### config.mk
export PLATFORM = sky130hd
export DESIGN_NAME = gth_link_sequencer
export DESIGN_NICKNAME = d
export VERILOG_FILES = /design/src/rtl/gth_link_sequencer_pkg.sv /design/src/rtl/gth_link_sequencer_sync.sv /design/src/rtl/gth_link_sequencer.sv
export SDC_FILE = /design/constraint.sdc
export NUM_CORES = 1
export LEC_CHECK = 0
export BUFFER_PORTS_ARGS = -buffer_cell sky130_fd_sc_hd__buf_2
export CAP_MARGIN = 20
export CORE_UTILIZATION = 55
export DETAILED_ROUTE_END_ITERATION = 16
export PLACE_DENSITY = 0.76
export SYNTH_ARGS = -nofsm -noshare
export SYNTH_HDL_FRONTEND = slang
export SYNTH_HIERARCHICAL = 1
export SYNTH_SLANG_ARGS = --single-unit
### constraint.sdc
create_clock -name axi_clk -period 4.3 [get_ports axi_clk]
set_input_delay 0.86 -clock axi_clk [delete_from_list [all_inputs] [get_ports axi_clk]]
set_output_delay 0.86 -clock axi_clk [all_outputs]
set_load 0.05 [all_outputs]
### src/rtl/gth_link_sequencer_pkg.sv
// Shared definitions for the SFP0 GTH link sequencer: state codes, status bit
// positions and the per-stage "required status" masks.
package gth_link_sequencer_pkg;

    typedef enum logic [2:0] {
        ST_IDLE     = 3'd0,
        ST_RESET    = 3'd1,
        ST_WAIT_PLL = 3'd2,
        ST_WAIT_TX  = 3'd3,
        ST_WAIT_RX  = 3'd4,
        ST_UP       = 3'd5,
        ST_BACKOFF  = 3'd6,
        ST_FAILED   = 3'd7
    } gth_state_e;

    localparam int GS_PLL    = 0;
    localparam int GS_TXDONE = 1;
    localparam int GS_RXDONE = 2;
    localparam int GS_CDR    = 3;

    localparam logic [3:0] MASK_PLL = 4'b0001;
    localparam logic [3:0] MASK_TX  = 4'b0011;
    localparam logic [3:0] MASK_ALL = 4'b1111;

    function automatic int max3(input int a, input int b, input int c);
        int m;
        m = (a > b) ? a : b;
        return (m > c) ? m : c;
    endfunction

endpackage

### src/rtl/gth_link_sequencer_sync.sv
// Parameterised-width two-flop synchronizer for the asynchronous GTH status bits.
module gth_link_sequencer_sync #(
    parameter int WIDTH = 4
) (
    input  logic             clk,
    input  logic             rst,
    input  logic [WIDTH-1:0] d,
    output logic [WIDTH-1:0] q
);

    (* ASYNC_REG = "TRUE" *) logic [WIDTH-1:0] meta;
    (* ASYNC_REG = "TRUE" *) logic [WIDTH-1:0] sync;

    always_ff @(posedge clk) begin
        if (rst) begin
            meta <= '0;
            sync <= '0;
        end else begin
            meta <= d;
            sync <= meta;
        end
    end

    assign q = sync;

endmodule

### src/rtl/gth_link_sequencer.sv
// Bring-up / recovery sequencer for the SFP0 GTH link: drives gth_rst, watches the
// synchronized status, times out, backs off and retries, and reports link state.
module gth_link_sequencer
    import gth_link_sequencer_pkg::*;
#(
    parameter int RST_CYCLES     = 256,
    parameter int TIMEOUT_CYCLES = 250000,
    parameter int DEBOUNCE       = 16,
    parameter int MAX_RETRY      = 7,
    parameter int BACKOFF_CYCLES = 1024
) (
    input  logic        axi_clk,
    input  logic        rst,
    input  logic        enable,
    input  logic        restart,
    input  logic [3:0]  gth_status,
    output logic        gth_rst,
    output logic        link_up,
    output logic        failed,
    output logic [2:0]  state,
    output logic [2:0]  retry_cnt,
    output logic [15:0] drop_cnt
);

    localparam int TMR_MAX = max3(RST_CYCLES, TIMEOUT_CYCLES, BACKOFF_CYCLES);
    localparam int TW      = $clog2(TMR_MAX + 1);
    localparam int DW      = $clog2(DEBOUNCE + 1);

    logic [3:0]    s;
    gth_state_e    st_q, st_d;
    logic [TW-1:0] tmr_q, tmr_d;
    logic [DW-1:0] deb_q, deb_d;
    logic [2:0]    retry_d;
    logic [15:0]   drop_d;
    logic          timeout, attempt_fail;

    gth_link_sequencer_sync #(.WIDTH(4)) u_sync (
        .clk (axi_clk),
        .rst (rst),
        .d   (gth_status),
        .q   (s)
    );

    assign timeout = (tmr_q == TW'(TIMEOUT_CYCLES - 1));

    // One shared timer serves RESET, every WAIT_* and BACKOFF; it is zeroed on
    // every state change so it never runs past the limit of the state it times.
    always_comb begin
        st_d         = st_q;
        tmr_d        = '0;
        deb_d        = '0;
        retry_d      = retry_cnt;
        drop_d       = drop_cnt;
        attempt_fail = 1'b0;
        if (!enable) begin
            st_d = ST_IDLE;
        end else if (restart) begin
            st_d    = ST_RESET;
            retry_d = '0;
        end else begin
            unique case (st_q)
                ST_IDLE: begin
                    st_d    = ST_RESET;
                    retry_d = '0;
                end
                ST_RESET: begin
                    if (tmr_q == TW'(RST_CYCLES - 1)) st_d = ST_WAIT_PLL;
                    else                              tmr_d = tmr_q + 1'b1;
                end
                ST_WAIT_PLL: begin
                    if (s[GS_PLL])     st_d = ST_WAIT_TX;
                    else if (timeout)  attempt_fail = 1'b1;
                    else               tmr_d = tmr_q + 1'b1;
                end
                ST_WAIT_TX: begin
                    if ((s & MASK_TX) == MASK_TX)              st_d = ST_WAIT_RX;
                    else if (!s[GS_PLL] || timeout)            attempt_fail = 1'b1;
                    else                                       tmr_d = tmr_q + 1'b1;
                end
                ST_WAIT_RX: begin
                    if (s == MASK_ALL)                         st_d = ST_UP;
                    else if ((s & MASK_TX) != MASK_TX || timeout) attempt_fail = 1'b1;
                    else                                       tmr_d = tmr_q + 1'b1;
                end
                ST_UP: begin
                    if (s != MASK_ALL) begin
                        if (deb_q == DW'(DEBOUNCE - 1)) begin
                            st_d    = ST_BACKOFF;
                            retry_d = '0;
                            drop_d  = (drop_cnt == 16'hFFFF) ? drop_cnt : drop_cnt + 16'd1;
                        end else begin
                            deb_d = deb_q + 1'b1;
                        end
                    end
                end
                ST_BACKOFF: begin
                    if (tmr_q == TW'(BACKOFF_CYCLES - 1)) st_d = ST_RESET;
                    else                                  tmr_d = tmr_q + 1'b1;
                end
                ST_FAILED: ;
                default: st_d = ST_IDLE;
            endcase
            if (attempt_fail) begin
                if (retry_cnt < 3'(MAX_RETRY)) begin
                    retry_d = retry_cnt + 3'd1;
                    st_d    = ST_BACKOFF;
                end else begin
                    st_d = ST_FAILED;
                end
            end
        end
    end

    always_ff @(posedge axi_clk) begin
        if (rst) begin
            st_q      <= ST_IDLE;
            tmr_q     <= '0;
            deb_q     <= '0;
            retry_cnt <= '0;
            drop_cnt  <= '0;
            gth_rst   <= 1'b1;
            link_up   <= 1'b0;
            failed    <= 1'b0;
        end else begin
            st_q      <= st_d;
            tmr_q     <= tmr_d;
            deb_q     <= deb_d;
            retry_cnt <= retry_d;
            drop_cnt  <= drop_d;
            gth_rst   <= !(st_d inside {ST_WAIT_PLL, ST_WAIT_TX, ST_WAIT_RX, ST_UP});
            link_up   <= (st_d == ST_UP);
            failed    <= (st_d == ST_FAILED);
        end
    end

    assign state = st_q;

endmodule

==> flow_metrics.env, run 1 <==
export IMPL_ir_drop_uv=243
export IMPL_outcome="finished with violations"
export IMPL_hold_class="flip-flop to flip-flop"
export IMPL_final_cell_area_um2=3180
export IMPL_maxSlewHeadroom_pct=35.2
export IMPL_fmax_mhz=394
export IMPL_clkTransAtPathRegs_ps=100
export IMPL_switching_share_pct=23.1
export IMPL_ctsResizeCount=0
export IMPL_layout_setup_ws_ps=1760
export IMPL_seqCellArea_um2=1120
export IMPL_critPathKind="flip-flop to flip-flop"
export IMPL_clock_power_share_pct=34.1
export IMPL_grt_overflow=0
export IMPL_final_max_slew_viol_count=0
export IMPL_hold_end="u_sync/q[1]"
export IMPL_syn_area_um2=2900
export IMPL_violations="DRC"
export IMPL_start_util_pct=56.9
export IMPL_endpoint_kind="flip-flop"
export IMPL_ys_flop_type="dfxtp_1"
export IMPL_power_frac_seq_pct=62.5
export IMPL_yosys_warnings=6
export IMPL_cp_startpoint="tmr_q[0]"
export IMPL_critPathMaxFanout=18
export IMPL_synth_nets=334
export IMPL_dpl_instance_area_um2=3090
export IMPL_power_internal_uw=649
export IMPL_synthDistinctLibCells=58
export IMPL_worstPathArrival_ps=2700
export IMPL_drive_gt1_share_pct=18.3
export IMPL_cpPeakStageDelay_ps=840
export IMPL_hold_viol=0
export IMPL_cp_data_required_time_ps=4460
export IMPL_cts_sinks=56
export IMPL_antenna_cells=0
export IMPL_syn2layout_area_growth_pct=9.44
export IMPL_fin_crit_ps=2540
export IMPL_die_h_um=74.7
export IMPL_drtIter0Drc=177
export IMPL_crit_slowest_cell="a211oi_4"
export IMPL_first_pass_iters=11
export IMPL_p_per_area_nw_per_um2=266
export IMPL_fillerInstances=486
export IMPL_cts_max_level=2
export IMPL_vias=2442
export IMPL_ctsHoldBuffers=0
export IMPL_wl_um=6030
export IMPL_avgSynthCellArea_um2=9.05
export IMPL_die_x_um=74.7
export IMPL_finalCritPeriodShare_pct=59.0
export IMPL_grt_pass1_vias=2167
export IMPL_synth_seq_area_share_pct=38.6
export IMPL_min_path_cells=1
export IMPL_hold_start="u_sync/meta[1]"
export IMPL_nets=362
export IMPL_numCtsBuffers=5
export IMPL_fin_skew_ps=10.2
export IMPL_viasPerCell=5.81
export IMPL_cts_root_buffer="clkbuf_8"
export IMPL_die_area_um2=5570
export IMPL_coreArea_um2=5110
export IMPL_path_cells="ha_1 -> nand3_1 -> nor3_4 -> nand2_1 -> a211oi_4 -> nor3_1"
export IMPL_synth_seq_cells=56
export IMPL_r2r_start="tmr_q[0]"
export IMPL_grt_max_degree=31
export IMPL_multiInputGateArea_um2=1680
export IMPL_reg2reg_depth=6
export IMPL_num_rows=26
export IMPL_drv_cap=0
export IMPL_post_cts_setup_buffers=0
export IMPL_grt_pass1_wl_um=9830
export IMPL_ant_nets=0
export IMPL_ios=33
export IMPL_cts_tree="done"
export IMPL_antenna_found_initial=0
export IMPL_grt_total_usage_pct=22.7
export IMPL_setup_viol=0
export IMPL_synth_edf_count=0
export IMPL_synthArstFlopShare_pct=0
export IMPL_pre_cts_ws_ps=1580
export IMPL_clk_latency_ps=310
export IMPL_place_congestion=0.903
export IMPL_synthCells=321
export IMPL_worstMarginPinSlew_ps=969
export IMPL_port_buffers=32
export IMPL_dpl_hpwl_um=4200
export IMPL_rsz0062_at_grt="false"
export IMPL_p_leak_uw=0.00117
export IMPL_cts_buffer_depth=2
export IMPL_comb_power_share_pct=3.5
export IMPL_wl_per_cell_um=14.4
export IMPL_start_kind="flip-flop"
export IMPL_fin_setup_tns_ps=0
export IMPL_r2r_slack_ps=1760
export IMPL_drcViolationCount=1
export IMPL_p_sw_uw=195
export IMPL_worstReg2RegEnd="tmr_q[7]"
==> registers in the layout, indices dropped and copies added, names as in the netlist <==
signal and flops:
tmr_q 18, drop_cnt 16, deb_q 5, u_sync/meta 4
u_sync/q 4, retry_cnt 3, state 3, failed 1
gth_rst 1, link_up 1
==> critical path: cells and delay by family (launching register included) <==
family,cells,cell delay [ps]
compound gates,1,840
flops,1,380
fa+ha+maj,1,260
simple gates,4,900
==> per-layer routing <==
layer / track usage, % / vias up / share of wire (%)
met1: 30.4 / 1142 / 47
met3: 4.69 / 12 / 5.1
met4: 8.60 / 0 / 1.8
met2: 36.2 / 73 / 46
li1: - / 1215 / -
met5: 0 / - / 0
==> cells in the mapped netlist, drive strengths merged (5+ instances only) <==
master    n  area (um^2)
a31oi     6         37.5
clkbuf    6         22.5
nand2    17         63.8
o211ai    7         52.6
nand4     7         43.8
nand3    15         75.1
nor3     23          181
ha        5         62.6
o21ai     5         25.0
inv       7         26.3
nor2     32          120
xor2     25          219
a21oi    10         53.8
nor2b    13         81.3
and2      5         32.5
o2111ai   6         52.6
dfxtp    56         1120
buf       5         41.3
xnor2     8         70.1
and3     12         75.1
==> placed cells by master (no fill, tap or decap), types with 9 or more instances in the layout <==
cell type / instances
nand2_1: 17
buf_2: 32
nor2_1: 32
nor3_1: 11
nor2b_1: 13
and3_1: 12
dfxtp_1: 56
nand3_1: 15
xor2_1: 25
nor3_2: 11
a21oi_1: 9
==> cell type report <==
class | count | share of cell area, %
Clock buffer | 5 | 2.17
Clock inverter | 3 | 0.709
Inverter | 7 | 0.827
Multi-Input combinational cell | 246 | 53.0
Sequential cell | 56 | 35.3
Tap cell | 70 | 2.76
Timing Repair Buffer | 33 | 5.28
==> cells by family after synthesis <==
group,share of synthesized area [%]
and+or+nand+nor,32.4
DFF,38.6
AOI/OAI and AO/OA,13.1
xor gates and xnor gates,9.95
buffers and inverters,3.40
adders and majority gates,2.15
muxes,0.345
==> per-stage QoR <==
step / hold slack, ps / instances / utilization (%) / power (uW)
floorplan: 414 / 321 / - / 560
global placement: 419 / 412 / 60.4 / 567
detailed placement: 423 / 412 / 60.4 / 568
CTS: 449 / 420 / 62.2 / 853
global route: 462 / 420 / 62.2 / 874
finish: 447 / 420 / 62.2 / 844
==> power groups by stage <==
stage / clock (uW) / sequential [uW] / combinational, uW
final: 288 / 527 / 29.2
after CTS: 297 / 527 / 29.2
after detailed placement: 0 / 539 / 28.8
after global routing: 314 / 528 / 32.1
after global placement: 0 / 539 / 28.3
after floorplan: 0 / 538 / 22.1
==> how the worst max path moves through the flow <==
stage | endpoint
floorplan | drop_cnt[11]
CTS | tmr_q[7]
global route | tmr_q[7]
global placement | tmr_q[1]
detailed placement | tmr_q[7]
finish | tmr_q[7]
(Power assumes the default switching activity.)
==> inputs of run 2 (changes only) <==
--- a/config.mk
+++ b/config.mk
@@ -7,9 +7,9 @@
 export LEC_CHECK = 0
 export BUFFER_PORTS_ARGS = -buffer_cell sky130_fd_sc_hd__buf_2
 export CAP_MARGIN = 20
-export CORE_UTILIZATION = 55
+export CORE_UTILIZATION = 52
 export DETAILED_ROUTE_END_ITERATION = 16
-export PLACE_DENSITY = 0.76
+export PLACE_DENSITY = 0.75
 export SYNTH_ARGS = -nofsm -noshare
 export SYNTH_HDL_FRONTEND = slang
 export SYNTH_HIERARCHICAL = 1
==> constraint.sdc (replaced) <==
create_clock -name axi_clk -period 2.1 [get_ports axi_clk]
set_input_delay 0.42 -clock axi_clk [delete_from_list [all_inputs] [get_ports axi_clk]]
set_output_delay 0.42 -clock axi_clk [all_outputs]
set_load 0.05 [all_outputs]
==> run 2 against run 1 <==
  * The run now ends clean
  * Cell area rose by 7.5%
  * Combinational power up 140%
  * Cell count is 3.8% higher
  * Maximum frequency rose by 23%
  * Die area is 5.6% higher
  * Total power grew 120%
  * Utilization rose by 3.0 points
  * Count of clock-buffer cells in the layout grew 1
  * Wire length is 3.3% higher
  * Via count up 2.0%
  * Critical endpoint is now tmr_q[2]
  * Largest cell class unchanged
  * Largest power group unchanged
==> flow_metrics.env, run 2 (synthesis results as in run 1) <==
export IMPL_outcome="finished clean"
export IMPL_antenna_cells=0
export IMPL_vias=2491
export IMPL_crit_top_cell="nor3_1"
export IMPL_critPathKind="flip-flop to flip-flop"
export IMPL_final_cells=436
export IMPL_coreArea_um2=5240
export IMPL_numCtsBuffers=5
export IMPL_grt_pass1_vias=2302
export IMPL_final_max_slew_viol_count=0
export IMPL_endpoint_kind="flip-flop"
export IMPL_worstPathArrival_ps=2270
export IMPL_top_regs="tmr_q: 18 flops, drop_cnt: 16 flops, deb_q: 5 flops"
export IMPL_fmax_mhz=483
export IMPL_grt_pass1_wl_um=10800
export IMPL_nets=378
export IMPL_p_per_area_nw_per_um2=555
export IMPL_fin_skew_ps=5.73
export IMPL_grt_total_usage_pct=22.5
export IMPL_viasPerCell=5.71
export IMPL_final_cell_area_um2=3420
export IMPL_mostFrequentLayoutCells="dfxtp_1, nor2_1, buf_2"
export IMPL_drcViolationCount=0
export IMPL_drv_cap=0
export IMPL_grt_overflow=0
export IMPL_die_area_um2=5890
export IMPL_finalCritPeriodShare_pct=98.6
export IMPL_die_x_um=76.7
export IMPL_clk_latency_ps=310
export IMPL_die_h_um=76.7
export IMPL_cpPeakStageDelay_ps=540
export IMPL_fin_setup_tns_ps=0
export IMPL_comb_power_share_pct=3.7
export IMPL_fin_crit_ps=2070
export IMPL_port_buffers=32
export IMPL_cts_tree="done"
export IMPL_hold_viol=0
export IMPL_setup_viol=0
export IMPL_ios=33
export IMPL_ir_drop_uv=347
export IMPL_drive_gt1_share_pct=26.2
export IMPL_hold_class="input port to flip-flop"
export IMPL_clkTransAtPathRegs_ps=100
export IMPL_grt_max_degree=29
export IMPL_syn2layout_area_growth_pct=17.6
export IMPL_power_internal_uw=1490
export IMPL_crit_slowest_cell="or4_4"
export IMPL_first_pass_iters=4
export IMPL_ctsHoldBuffers=0
export IMPL_wl_per_cell_um=14.3
export IMPL_dpl_instance_area_um2=3200
export IMPL_maxSlewHeadroom_pct=71.2
export IMPL_ant_nets=0
export IMPL_cts_buffer_depth=2
export IMPL_place_congestion=0.907
export IMPL_rsz0062_at_grt="true"
export IMPL_cts_max_level=2
export IMPL_clock_power_share_pct=39.4
export IMPL_num_rows=26
export IMPL_wl_um=6240
export IMPL_dpl_hpwl_um=4360
export IMPL_antenna_found_initial=0
export IMPL_fillerInstances=446
export IMPL_cp_data_required_time_ps=2300
export IMPL_switching_share_pct=21.6
export IMPL_largest_reg_flops=18
export IMPL_path_cells="or4_4 -> nor3_1 -> a21boi_1 -> a211oi_4 -> buf_12 -> nor3_1"
export IMPL_worstMarginPinSlew_ps=426
export IMPL_cts_sinks=56
export IMPL_dp_cells=425
export IMPL_start_kind="flip-flop"
export IMPL_p_sw_uw=409
export IMPL_cts_root_buffer="clkbuf_8"
export IMPL_drtIter0Drc=147
export IMPL_start_util_pct=55.4
export IMPL_layout_commonest_cell="dfxtp_1"
export IMPL_power_frac_seq_pct=56.9
export IMPL_hold_start="gth_status[3]"
export IMPL_final_core_util_pct=65.2
export IMPL_p_leak_uw=0.00128
export IMPL_critPathMaxFanout=18
export IMPL_cp_startpoint="tmr_q[9]"
export IMPL_r2r_start="tmr_q[9]"
export IMPL_largest_register="tmr_q"
[run 2: per-layer routing]
layer  GRT usage [%]  vias up  routed length (um)  part of all wire [%]
met5               0        -                   0                     0
li1                -     1252                   -                     -
met4            6.92        0                  46                  0.74
met1            30.6     1176                2990                    48
met3            4.52        8                 261                   4.2
met2            35.5       55                2940                    47
[run 2: final cells by class]
class	count	area, um^2	share of cell area, %
clock buffers	6	82.6	2.42
clock inverters	2	38.8	1.14
inverters	7	26.3	0.769
multi-input cells	246	1750	51.2
flip-flops and latches	56	1130	33.0
well taps	70	87.6	2.56
repair buffers	49	304	8.90
[run 2: path summary, 6_finish.rpt]
kind                    endpoint  slack (ps)  depth (start not counted)
hold / removal    u_sync/meta[3]         320                          2
setup reg to reg        tmr_q[2]          30                          6
setup / recovery        tmr_q[2]          30                          6
hold reg to reg         deb_q[0]         420                          1
[run 2: what timing repair did]
item	CTS	global route
setup buffers	0	3
resized for setup	1	16
setup endpoints to repair	1	34
pin swaps	0	5
endpoints found under the hold margin	0	0
[run 2: power by group through the flow]
stage / registers, uW / logic (uW) / clock network (uW)
5_1_grt: 1080 / 77.7 / 816
6_report: 1080 / 70.5 / 747
4_1_cts: 1080 / 70.6 / 758
2_1_floorplan: 1100 / 45.2 / 0
3_3_place_gp: 1100 / 68.3 / 0
3_5_place_dp: 1100 / 69.3 / 0
[run 2: stage by stage]
| stage | setup slack [ps] | hold WS, ps | power, uW |
|---|---|---|---|
| after floorplan | 17.2 | 414 | 1150 |
| after global placement | 60.0 | 418 | 1170 |
| after detailed placement | -1.93 | 422 | 1170 |
| after CTS | 2.18 | 306 | 1910 |
| after global routing | -67.2 | 330 | 1970 |
| final | 29.5 | 317 | 1900 |
[run 2: worst max-delay path, delay by kind of cell (launching register included)]
family | cells | cell delay (ps)
AO/OA/AOI/OAI | 2 | 480
buffers and inverters | 1 | 200
flip-flops | 1 | 350
AND/OR/NAND/NOR | 3 | 920
==> inputs of run 3 (changes only) <==
--- a/config.mk
+++ b/config.mk
@@ -7,9 +7,9 @@
 export LEC_CHECK = 0
 export BUFFER_PORTS_ARGS = -buffer_cell sky130_fd_sc_hd__buf_2
 export CAP_MARGIN = 20
-export CORE_UTILIZATION = 52
+export CORE_UTILIZATION = 50
 export DETAILED_ROUTE_END_ITERATION = 16
-export PLACE_DENSITY = 0.75
+export PLACE_DENSITY = 0.73
 export SYNTH_ARGS = -nofsm -noshare
 export SYNTH_HDL_FRONTEND = slang
 export SYNTH_HIERARCHICAL = 1
==> run 3 against run 2 <==
  * Combinational power is 3.3% higher
  * Critical path type unchanged
  * Register-to-register slack better by 20 ps
  * Via count is 1.4% lower
  * Cell count is 0.69% higher
  * Die area is 3.9% higher
==> flow_metrics.env, run 3 (synthesis results as in run 1) <==
export IMPL_final_cell_area_um2=3380
export IMPL_p_leak_uw=0.00128
export IMPL_ctsHoldBuffers=0
export IMPL_power_internal_uw=1370
export IMPL_finalCritPeriodShare_pct=97.9
export IMPL_grt_pass1_vias=2264
export IMPL_antenna_cells=0
export IMPL_fmax_mhz=487
export IMPL_grtUsageMet2_pct=33.8
export IMPL_largest_reg_flops=18
export IMPL_worstReg2RegEnd="tmr_q[5]"
export IMPL_ios=33
export IMPL_worstPathArrival_ps=2260
export IMPL_post_cts_setup_buffers=0
export IMPL_hold_start="gth_status[1]"
export IMPL_drcViolationCount=0
export IMPL_comb_power_share_pct=4.1
export IMPL_grt_overflow=0
export IMPL_top_regs="tmr_q: 18 flops, drop_cnt: 16 flops, deb_q: 5 flops"
export IMPL_cts_root_buffer="clkbuf_8"
export IMPL_hold_viol=0
export IMPL_grt_use_met3_pct=4.65
export IMPL_endpoint_kind="flip-flop"
export IMPL_maxSlewHeadroom_pct=60.6
export IMPL_hold_end="u_sync/meta[1]"
export IMPL_cpPeakStageDelay_ps=560
export IMPL_layout_commonest_cell="dfxtp_1"
export IMPL_grt_pass1_wl_um=10400
export IMPL_cp_data_required_time_ps=2300
export IMPL_pre_cts_ws_ps=59.5
export IMPL_worstMarginPinSlew_ps=587
export IMPL_start_kind="flip-flop"
export IMPL_min_path_cells=2
export IMPL_hold_class="input port to flip-flop"
export IMPL_clock_power_share_pct=35.4
export IMPL_ir_drop_uv=291
export IMPL_path_cells="or4_4 -> nor4_4 -> buf_4 -> a21oi_4 -> a211oi_4 -> buf_12 -> nor3_1"
export IMPL_use_met1_pct=28.2
export IMPL_die_h_um=78.2
export IMPL_numCtsBuffers=5
export IMPL_clk_latency_ps=310
export IMPL_crit_family="simple AND/OR/NAND/NOR gates"
export IMPL_dpl_instance_area_um2=3240
export IMPL_final_max_slew_viol_count=0
export IMPL_drtIter0Drc=259
export IMPL_whs_ps=312
export IMPL_largest_register="tmr_q"
export IMPL_rsz0062_at_grt="true"
export IMPL_r2r_start="tmr_q[13]"
export IMPL_syn2layout_area_growth_pct=16.5
export IMPL_vias=2455
export IMPL_dpl_hpwl_um=4390
export IMPL_nets=379
export IMPL_p_sw_uw=413
export IMPL_drv_cap=0
export IMPL_layout_setup_ws_ps=45.1
export IMPL_path_buf_inv=2
export IMPL_critPathMaxFanout=18
export IMPL_mostFrequentLayoutCells="dfxtp_1, nor2_1, buf_2"
export IMPL_antenna_found_initial=0
export IMPL_crit_slowest_cell="or4_4"
export IMPL_critPathKind="flip-flop to flip-flop"
export IMPL_place_congestion=0.842
export IMPL_r2r_slack_ps=50
export IMPL_ant_nets=0
export IMPL_wl_per_cell_um=13.9
export IMPL_coreArea_um2=5540
export IMPL_grt_max_degree=29
export IMPL_fin_crit_ps=2050
export IMPL_die_area_um2=6120
export IMPL_grt_total_usage_pct=21.1
export IMPL_crit_cells=7
export IMPL_busiest_layer="met2"
export IMPL_drive_gt1_share_pct=24.3
export IMPL_outcome="finished clean"
export IMPL_wl_um=6090
export IMPL_cts_tree="done"
export IMPL_viasPerCell=5.59
export IMPL_ctsResizeCount=0
export IMPL_cts_sinks=56
export IMPL_port_buffers=32
export IMPL_fin_skew_ps=7.53
export IMPL_clkTransAtPathRegs_ps=100
export IMPL_power_frac_seq_pct=60.5
export IMPL_switching_share_pct=23.2
export IMPL_cts_buffer_depth=2
export IMPL_p_per_area_nw_per_um2=527
export IMPL_num_rows=27
export IMPL_die_x_um=78.2
export IMPL_cts_max_level=2
export IMPL_setup_viol=0
export IMPL_start_util_pct=52.4
export IMPL_first_pass_iters=4
export IMPL_reg2reg_depth=7
[run 3: cell types whose count changed in the layout (fill, tap and decap cells not counted), sizes merged]
| cell | delta |
|---|---|
| buf | +1 |
| bufinv | -1 |
| inv | +1 |
[run 3: per-layer routing]
layer,vias up,routed length (um)
li1,1246,-
met5,-,0
met2,61,2850
met4,0,68
met3,5,244
met1,1143,2920
[run 3: cell type report]
class                   instances  area (um^2)
inverters                       7         26.3
clock buffers                   6         82.6
repair buffers                 50          308
fillers                       492         2160
well taps                      72         90.1
multi-input cells             246         1740
flip-flops and latches         56         1120
clock inverters                 2         13.8
[run 3: through the flow]
stage,std cells,util (%),power (uW),TNS [ps]
floorplan,321,-,1150,0
global placement,432,58.5,1170,0
detailed placement,432,58.5,1170,0
CTS,440,60.2,1790,0
global route,439,61.0,1850,-817
finish,439,61.0,1780,0
[run 3: how the worst max path moves through the flow]
stage	from	end	slack [ps]
2_1_floorplan	drop_cnt[6]	drop_cnt[11]	20
3_3_place_gp	tmr_q[13]	state[0]	90
3_5_place_dp	tmr_q[13]	state[0]	60
4_1_cts	tmr_q[13]	state[0]	30
5_1_grt	tmr_q[13]	tmr_q[5]	-60
6_report	tmr_q[13]	tmr_q[5]	50
[run 3: worst reg2reg max path: cells and delay by family (launching register included)]
| family | cells | cell delay, ps |
|---|---|---|
| AND/OR/NAND/NOR | 3 | 950 |
| buffers and inverters | 2 | 370 |
| flip-flops | 1 | 360 |
| AO/OA/AOI/OAI | 2 | 270 |
[run 3: power by group through the flow]
stage	Combinational, uW	Clock [uW]	Sequential [uW]
finish	72.8	632	1080
detailed placement	69.9	0	1100
global route	79.6	688	1080
floorplan	45.2	0	1100
global placement	68.9	0	1100
CTS	70.2	644	1080
